[config.mk]
export PLATFORM = sky130hd
export DESIGN_NAME = seg_scan_ctrl
export DESIGN_NICKNAME = d
export VERILOG_FILES = /design/src/rtl/seg_pkg.sv /design/src/rtl/seg_hex_decode.sv /design/src/rtl/seg_scan_ctrl.sv
export SDC_FILE = /design/constraint.sdc
export NUM_CORES = 1
export LEC_CHECK = 0
export BUFFER_PORTS_ARGS = -buffer_cell sky130_fd_sc_hd__buf_2
export CAP_MARGIN = 40
export CORE_MARGIN = 8
export CORE_UTILIZATION = 25
export CTS_BUF_LIST = sky130_fd_sc_hd__clkbuf_16
export DETAILED_ROUTE_END_ITERATION = 7
export PLACE_DENSITY = 0.4
export SLEW_MARGIN = 20
export SYNTH_ARGS = -nofsm -noshare
export SYNTH_HDL_FRONTEND = slang
export SYNTH_SLANG_ARGS = --single-unit
export TNS_END_PERCENT = 50
[constraint.sdc]
create_clock -name clk -period 5.9 [get_ports clk]
set_clock_uncertainty 0.05 [all_clocks]
set_input_delay 1.18 -clock clk [delete_from_list [all_inputs] [get_ports clk]]
set_output_delay 1.18 -clock clk [all_outputs]
set_load 0.01 [all_outputs]
[src/rtl/seg_pkg.sv]
// seg_pkg: shared 7-segment patterns and scan FSM state type.
package seg_pkg;
  typedef enum logic [1:0] {ST_IDLE, ST_BLANK, ST_SHOW} state_t;
  localparam logic [7:0] SEG_OFF = 8'h00;
  // {g,f,e,d,c,b,a} active-high, entry k = hex digit k
  localparam logic [15:0][6:0] SEG_LUT = {
    7'h71, 7'h79, 7'h5E, 7'h39, 7'h7C, 7'h77, 7'h6F, 7'h7F,
    7'h07, 7'h7D, 7'h6D, 7'h66, 7'h4F, 7'h5B, 7'h06, 7'h3F
  };
endpackage

[src/rtl/seg_hex_decode.sv]
// seg_hex_decode: combinational hex nibble to active-high a..g pattern.
module seg_hex_decode
  import seg_pkg::*;
(
  input  logic [3:0] nib_i,
  output logic [6:0] seg_o
);
  assign seg_o = SEG_LUT[nib_i];
endmodule

[src/rtl/seg_scan_ctrl.sv]
// seg_scan_ctrl: multiplexed seven-segment scan controller with prescaler, blanking and polarity control.
module seg_scan_ctrl
  import seg_pkg::*;
#(
  parameter int NUM_DIGITS     = 3,
  parameter int DIV            = 50000,
  parameter int BLANK_CYC      = 16,
  parameter bit SEL_ACTIVE_LOW = 1'b1,
  parameter bit SEG_ACTIVE_LOW = 1'b1,
  localparam int SW = NUM_DIGITS > 1 ? $clog2(NUM_DIGITS) : 1
) (
  input  logic                    clk,
  input  logic                    rst_n,
  input  logic                    en,
  input  logic [4*NUM_DIGITS-1:0] digits_i,
  input  logic [NUM_DIGITS-1:0]   dp_i,
  input  logic [NUM_DIGITS-1:0]   digit_en_i,
  output logic [NUM_DIGITS-1:0]   sel_o,
  output logic [7:0]              seg_o,
  output logic [SW-1:0]           slot_o,
  output logic                    frame_o
);
  localparam int CW = DIV > 1 ? $clog2(DIV) : 1;
  localparam logic [NUM_DIGITS-1:0] SEL_MASK = {NUM_DIGITS{SEL_ACTIVE_LOW}};
  localparam logic [7:0] SEG_MASK = {8{SEG_ACTIVE_LOW}};
  state_t state_q, state_d;
  logic [CW-1:0] cnt_q, cnt_d, cnt_cur;
  logic [SW-1:0] slot_q, slot_d;
  logic [3:0] nib_q, nib_d;
  logic dp_q, dp_d, den_q, den_d, last, frame_q, frame_d;
  logic [NUM_DIGITS-1:0] sel_q, sel_d;
  logic [7:0] seg_q, seg_d;
  logic [6:0] seg_raw;

  seg_hex_decode u_dec (.nib_i(nib_d), .seg_o(seg_raw));

  // Slot data is captured at cnt==0 and bypassed through that cycle, so the
  // output stage sees the new digit even when blanking is disabled.
  always_comb begin
    cnt_cur = state_q == ST_IDLE ? '0 : cnt_q;
    last    = cnt_cur == CW'(DIV - 1);
    nib_d   = cnt_cur == '0 ? 4'(digits_i >> {slot_q, 2'b00}) : nib_q;
    dp_d    = cnt_cur == '0 ? 1'(dp_i >> slot_q) : dp_q;
    den_d   = cnt_cur == '0 ? 1'(digit_en_i >> slot_q) : den_q;
    state_d = !en ? ST_IDLE : int'(cnt_cur) < BLANK_CYC ? ST_BLANK : ST_SHOW;
    cnt_d   = (!en || last) ? '0 : cnt_cur + 1'b1;
    slot_d  = !en ? '0 : !last ? slot_q : slot_q == SW'(NUM_DIGITS - 1) ? '0 : slot_q + 1'b1;
    frame_d = en && last && slot_q == SW'(NUM_DIGITS - 1);
    sel_d   = SEL_MASK ^ ((state_d == ST_SHOW && den_d) ? NUM_DIGITS'(1) << slot_q : '0);
    seg_d   = SEG_MASK ^ (state_d == ST_SHOW ? {dp_d, seg_raw} : SEG_OFF);
  end

  always_ff @(posedge clk or negedge rst_n) begin
    if (!rst_n) begin
      state_q <= ST_IDLE;
      cnt_q   <= '0;
      slot_q  <= '0;
      nib_q   <= '0;
      dp_q    <= 1'b0;
      den_q   <= 1'b0;
      frame_q <= 1'b0;
      sel_q   <= SEL_MASK;
      seg_q   <= SEG_MASK ^ SEG_OFF;
    end else begin
      state_q <= state_d;
      cnt_q   <= cnt_d;
      slot_q  <= slot_d;
      nib_q   <= nib_d;
      dp_q    <= dp_d;
      den_q   <= den_d;
      frame_q <= frame_d;
      sel_q   <= sel_d;
      seg_q   <= seg_d;
    end
  end

  assign sel_o   = sel_q;
  assign seg_o   = seg_q;
  assign slot_o  = slot_q;
  assign frame_o = frame_q;
endmodule

* After elaboration in Yosys (flattened, before gate mapping) *
Memory sizes are Yosys's and may differ from the RTL's.
Index checks and enable logic that the tools add are counted.
Widths: inputs -> output; s select.

storage, ports and cells
  register bits = 38
  bits in read-only memories = 112
  bits of input ports = 21
  output and inout bits = 14
  memories = 1

memory list
  memory           words  bits a word  rd ports  clocked after Yosys merged registers in  write ports  line                 source
  (no name shown)  16     7            1         0                                        0            seg_hex_decode.sv:8  assign seg_o = SEG_LUT[nib_i];

operators by class
  add/subtract/negate cells = 2
  order comparisons = 2
  eq/ne operators = 4
  shift-type cells = 4
  muxes and demuxes = 13
  bitwise operators = 2
  reductions and logical operators = 7

operators with widths
  operator               number
  $mux 16                2
  $add 16x1->16 const B  1
  $eq 16x16->1 const B   1
  $logic_not 16->1       1
  $lt 16x5->1 const B    1
  $shr 12x4->4           1
  $mux 2                 5
  $mux 8                 1
  $not 8->8              1
  $mux 7                 1
  $shr 3x2->1            2
  $lt 4x5->1 const B     1
  $eq 2x2->1 const B     2
  $mux 4                 1
  $logic_and 1x1->1      3
  $mux 3                 1
  $not 3->3              1
  $shl 1x2->3 const A    1
  $add 2x1->2 const B    1
  $logic_not 2->1        1
  $mux 1                 2
  $ne 2x1->1 const B     1
  $logic_not 1->1        1
  $logic_or 1x1->1       1

* Longest topological paths before layout *
  depth after elaboration = 9
  depth in mapped cells = 12
  gate-level depth less buffers = 10

* By module *
A second synthesis with hierarchy kept.

unflattened totals
  cells, all modules = 206
  area, all modules = 2089.5 sq um

modules (own cells, without submodules)
  module          times used  cells an instance  area an instance (sq um)
  seg_scan_ctrl   1           173                1801.7
  seg_hex_decode  1           33                 287.8

* Least setup slack after synthesis *
Ideal clock, no wire load.

  kind = in2reg
  start point = input port digits_i[8]
  end point = register seg_q[4] (netlist: seg_o[4])
  data arrival time = 2.359 ns
  path slack = 3.413 ns
  stages = 6
  cells stage by stage = mux2i_1 > o2bb2ai_1 > mux2i_4 > ha_1 > o221a_2 > o21ai_0

on the way
  word-level cells in the longest chain between the ends = 6

RTL lines
  item                          line                 source
  start, declared               seg_scan_ctrl.sv:15  input logic [4*NUM_DIGITS-1:0] digits_i,
  $shr 12x4->4                  seg_scan_ctrl.sv:42  nib_d = cnt_cur == '0 ? 4'(digits_i >> {slot_q, 2'b00}) : nib_q;
  $mux 4                        seg_scan_ctrl.sv:42
  $mem_v2 16x7                  n/a
  $mux 7 (not written as such)  seg_hex_decode.sv:8
  $mux 8                        seg_scan_ctrl.sv:50  seg_d = SEG_MASK ^ (state_d == ST_SHOW ? {dp_d, seg_raw} : SEG_OFF);
  $not 8->8 (no source line)    n/a
  named net seg_d[4]            seg_scan_ctrl.sv:32  logic [7:0] seg_q, seg_d;
  end signal, assigned          seg_scan_ctrl.sv:63  seg_q <= SEG_MASK ^ SEG_OFF;
  end signal, assigned          seg_scan_ctrl.sv:73  seg_q <= seg_d;
  end, declared                 seg_scan_ctrl.sv:32

The timed path passes the listed nets, and every way through them passes these cells. The select of a mux whose other input is x is not followed.
A chain may end at the register's enable or synchronous reset.

* Worst setup path in the final report *
  start point = register slot_q[0] (netlist: slot_o[0])
  end point = register seg_q[4] (netlist: seg_o[4])

on the way
  word-level cells in the longest chain between the ends = 6

RTL lines
  item                          line                 source
  start, declared               seg_scan_ctrl.sv:28  logic [SW-1:0] slot_q, slot_d;
  start signal, assigned        seg_scan_ctrl.sv:67  slot_q <= slot_d;
  $shr 12x4->4                  seg_scan_ctrl.sv:42
  $mux 4                        seg_scan_ctrl.sv:42
  $mem_v2 16x7                  n/a
  $mux 7 (not written as such)  seg_hex_decode.sv:8
  $mux 8                        seg_scan_ctrl.sv:50
  $not 8->8 (no source line)    n/a
  named net seg_d[4]            seg_scan_ctrl.sv:32

The timed path passes the listed nets, and every way through them passes these cells. The select of a mux whose other input is x is not followed.

==> impl_metrics.csv <==
group,metric,value,unit
clock_network,cts_hold_buf,0,
clock_network,gates_resized_cts_repair,0,
synthesis,synth-edff-count,0,
sta,timing.slew.headroom,0.488,
routing,drt_drc,0,
floorplanning,die_footprint,11700,sq um
sta,drv_slew,0,
global_routing,grt_start_max_net_pins,29,
worst_setup_path,critPathMaxStageDelay,0.69,ns
power_and_ir_drop,power.density_cell_area,238,nW/um^2
synthesis,synthDominantAreaCellType,"dfrtp_1",
min_path,worstHoldEndpoint,"sel_o[1]",
sta,final-hold-violation-count,0,
sta,worst_pin_slew,0.766,ns
clock_network,cts_made_buffers,5,
global_routing,grt_first_pass_wirelength,9.26,mm
worst_setup_path,worst_ep_arrival_time,2.86,ns
min_path,holdCritPathClass,"reg2reg",
floorplanning,start_util,0.257,
clock_network,clock_tree.htree_level_count,2,
floorplanning,chipHeight,108,um
synthesis,syn-mean-instance-area,9.40,sq um
sta,setup_viol,0,
routing,vias_per_cell,4.61,
sta,final_period_minus_worst_setup_slack,2.71,ns
worst_setup_path,rrSetupSlack,3.19,ns
worst_setup_path,critical_path.max_fanout,14,
global_routing,overall_overflow_remaining_after_global_route,0,
routing,drt_wl_total,5.49,mm
job,maxCapViolCount,0,
final_layout,sequential_cell_area,965,sq um
min_path,min-delay-start,"den_q",
synthesis,synth-seq-area-share,0.456,
synthesis,ys_async_sr_fraction,1.00,
clock_network,clkLatencyLatePin,0.28,ns
clock_network,postCtsSetupBuffers,0,
floorplanning,core-area,8220,sq um
worst_setup_path,cp.buffers_inverters,0,
sta,setup-tns-final,0,ns
global_routing,antenna_found_initial,0,
synthesis,syn-cell-area,2120,sq um
synthesis,synth_seq_cells,38,
routing,wire_per_inst,14.9,um
synthesis,synth.yosys.warnings,0,
floorplanning,rows,33,
outcome,run_status,"finished clean",
global_routing,grt_use_total,0.100,
place,port-buffer-count,34,
clock_network,clk_pin_slew_worst_paths,0.06,ns
final_layout,post_route_cells_drive_above_1_share,0.237,
power_and_ir_drop,p_leak,1.09,nW
sta,achievable-frequency,369,MHz
synthesis,synthMostInstantiatedCell,"nor2_1",
sta,final.period_utilization,0.460,
routing,detail-route-antenna-nets,0,
synthesis,synthFlopType,"dfrtp_1",
power_and_ir_drop,max-vdd-ir-drop,100,uV
worst_setup_path,rr_startpoint,"slot_o[0]",
synthesis,synth_top_cells_by_count,"31 x nor2_1, 27 x dfrtp_1, 26 x nand2_1, 13 x nand3_1",
worst_setup_path,timing.critical_path.from_type,"flip-flop",
routing,number_of_search_and_repair_iterations_in_the_first_detailed_routing_pass,4,
sta,post-route-worst-setup-slack,3.19,ns
worst_setup_path,cp_data_required_time,6.04,ns
final_layout,finish.net_count,287,
worst_setup_path,cp_slowest_cell,"nor2b_1",
sta,grt_setup_unrepaired,"false",
synthesis,postSynthCellCount,225,
worst_setup_path,crit_path_cell_trace,"nor2b_1 -> o2bb2ai_1 -> mux2i_4 -> ha_1 -> o221a_2 -> o21ai_0",
synthesis,syn-num-nets,251,
place,dpl_worst_slack,3.04,ns
synthesis,synth.lib_cells_used.distinct,39,
worst_setup_path,ff2ff_path_depth,6,
worst_setup_path,worst_r2r_end,"seg_o[4]",
worst_setup_path,worst-setup-path-type,"reg2reg",
final_layout,layout.filler_cells,854,
synthesis,synth_area_leaders,"dfrtp_1 32%, dfstp_2 14%, nor2_1 5.5%",
floorplanning,die_w,108,um
final_layout,synthToLayoutAreaGrowth,20.8,%
place,routabilityCongestion,0.741,
final_layout,multi_input_area,1080,sq um
worst_setup_path,critical_path_depth_in_cells,6,
routing,detailroute.via_count,1691,
min_path,worstHoldPathCells,1,
worst_setup_path,worst_path_dominant_cell_family,"compound AO/OA/AOI/OAI gates",
routing,drt_first_iter_violations,67,
synthesis,synth_largest_type_area_fraction,0.319,
worst_setup_path,critPathCaptureType,"flip-flop",
global_routing,grt_pass1_vias,1817,
final_layout,num_antenna_cells,0,
place,dp_hpwl,4.12,mm
clock_network,cts_tree,"done",
clock_network,cts_sinks,38,
floorplanning,io-pin-count,35,
clock_network,ctsLongestPathBuffers,2,
clock_network,cts.root.buffer_cell,"clkbuf_16",
==> metrics by stage <==
| stage | cells | hold WS (ns) | power, W | instance area, sq um | util |
|---|---|---|---|---|---|
| after global routing | 367 | 0.474 | 0.000636 | 2560 | 0.311 |
| final | 367 | 0.435 | 0.000609 | 2560 | 0.311 |
| after floorplan | 225 | 0.384 | 0.000322 | 2120 | - |
| after detailed placement | 359 | 0.416 | 0.000351 | 2410 | 0.294 |
| after global placement | 357 | 0.422 | 0.000349 | 2380 | 0.290 |
| after CTS | 367 | 0.428 | 0.000621 | 2560 | 0.311 |
==> sequential cells by signal (all words and copies together), names as in the netlist <==
| signal | flops |
|---|---|
| nib_q | 4 |
| state_q | 2 |
| frame_o | 1 |
| slot_o | 2 |
| dp_q | 1 |
| seg_o | 8 |
| den_q | 1 |
| cnt_q | 16 |
| sel_o | 3 |
==> per-layer routing <==
layer	global-route usage	share of wire
met1	0.124	0.47
met2	0.170	0.50
met3	0.0208	0.019
met4	0.0297	0.0077
met5	0	0
==> worst reg2reg max path, delay by kind of cell, from the launching register on <==
family | cells | cell delay, ns
AO/OA/AOI/OAI | 3 | 0.83
AND/OR/NAND/NOR | 1 | 0.69
flip-flops | 1 | 0.62
adder cells (fa/ha/maj) | 1 | 0.25
multiplexers | 1 | 0.19
==> layout by cell type (no fill, tap or decap), types with 2 or more instances in the layout <==
| cell | n |
|---|---|
| inv_1 | 8 |
| mux2i_4 | 3 |
| nor4_1 | 2 |
| nand4_1 | 3 |
| ha_1 | 5 |
| xor2_1 | 8 |
| o211ai_1 | 2 |
| nand3_1 | 13 |
| nor2b_1 | 5 |
| clkbuf_16 | 5 |
| buf_2 | 34 |
| xnor2_1 | 5 |
| a2bb2oi_1 | 3 |
| a21oi_1 | 9 |
| dfstp_2 | 11 |
| dfrtp_1 | 27 |
| o2bb2ai_1 | 3 |
| mux2i_1 | 11 |
| nand2_1 | 26 |
| nor2_1 | 31 |
| o21ai_0 | 10 |
| a31oi_1 | 6 |
| nor3_1 | 5 |
| and3_1 | 7 |
==> logic make-up (layout without fill, tap and decap cells) <==
logic type      count (synthesis)  after routing  share of synthesized area
buf+inv                        16             53                     0.0319
xor+xnor                       13             13                     0.0538
simple gates                  100            100                      0.222
flops                          38             38                      0.456
mux                            14             14                     0.0840
fa+ha+maj                       5              5                     0.0296
compound gates                 39             39                      0.122
==> report_power, final <==
part	switching (W)	internal (W)	leakage [nW]	total, W
clock network	0.000109	0.000154	0.0672	0.000263
logic	0.0000422	0.0000281	0.547	0.0000703
registers	0.00000833	0.000267	0.475	0.000275
==> final cells by class <==
type                            instances  area share
Timing Repair Buffer                   36      0.0788
Sequential cell                        38       0.377
Tap cell                              105      0.0514
Multi-Input combinational cell        171       0.424
Inverter                                9      0.0132
Clock inverter                          3     0.00636
Clock buffer                            5      0.0489
==> how the worst max path moves through the flow <==
stage | start | end
floorplan | digits_i[8] | seg_o[4]
global placement | digits_i[8] | seg_o[4]
detailed placement | digits_i[8] | seg_o[4]
CTS | slot_o[0] | seg_o[4]
global route | slot_o[0] | seg_o[1]
finish | slot_o[0] | seg_o[4]
No activity file was read; power rests on OpenSTA's default activity.
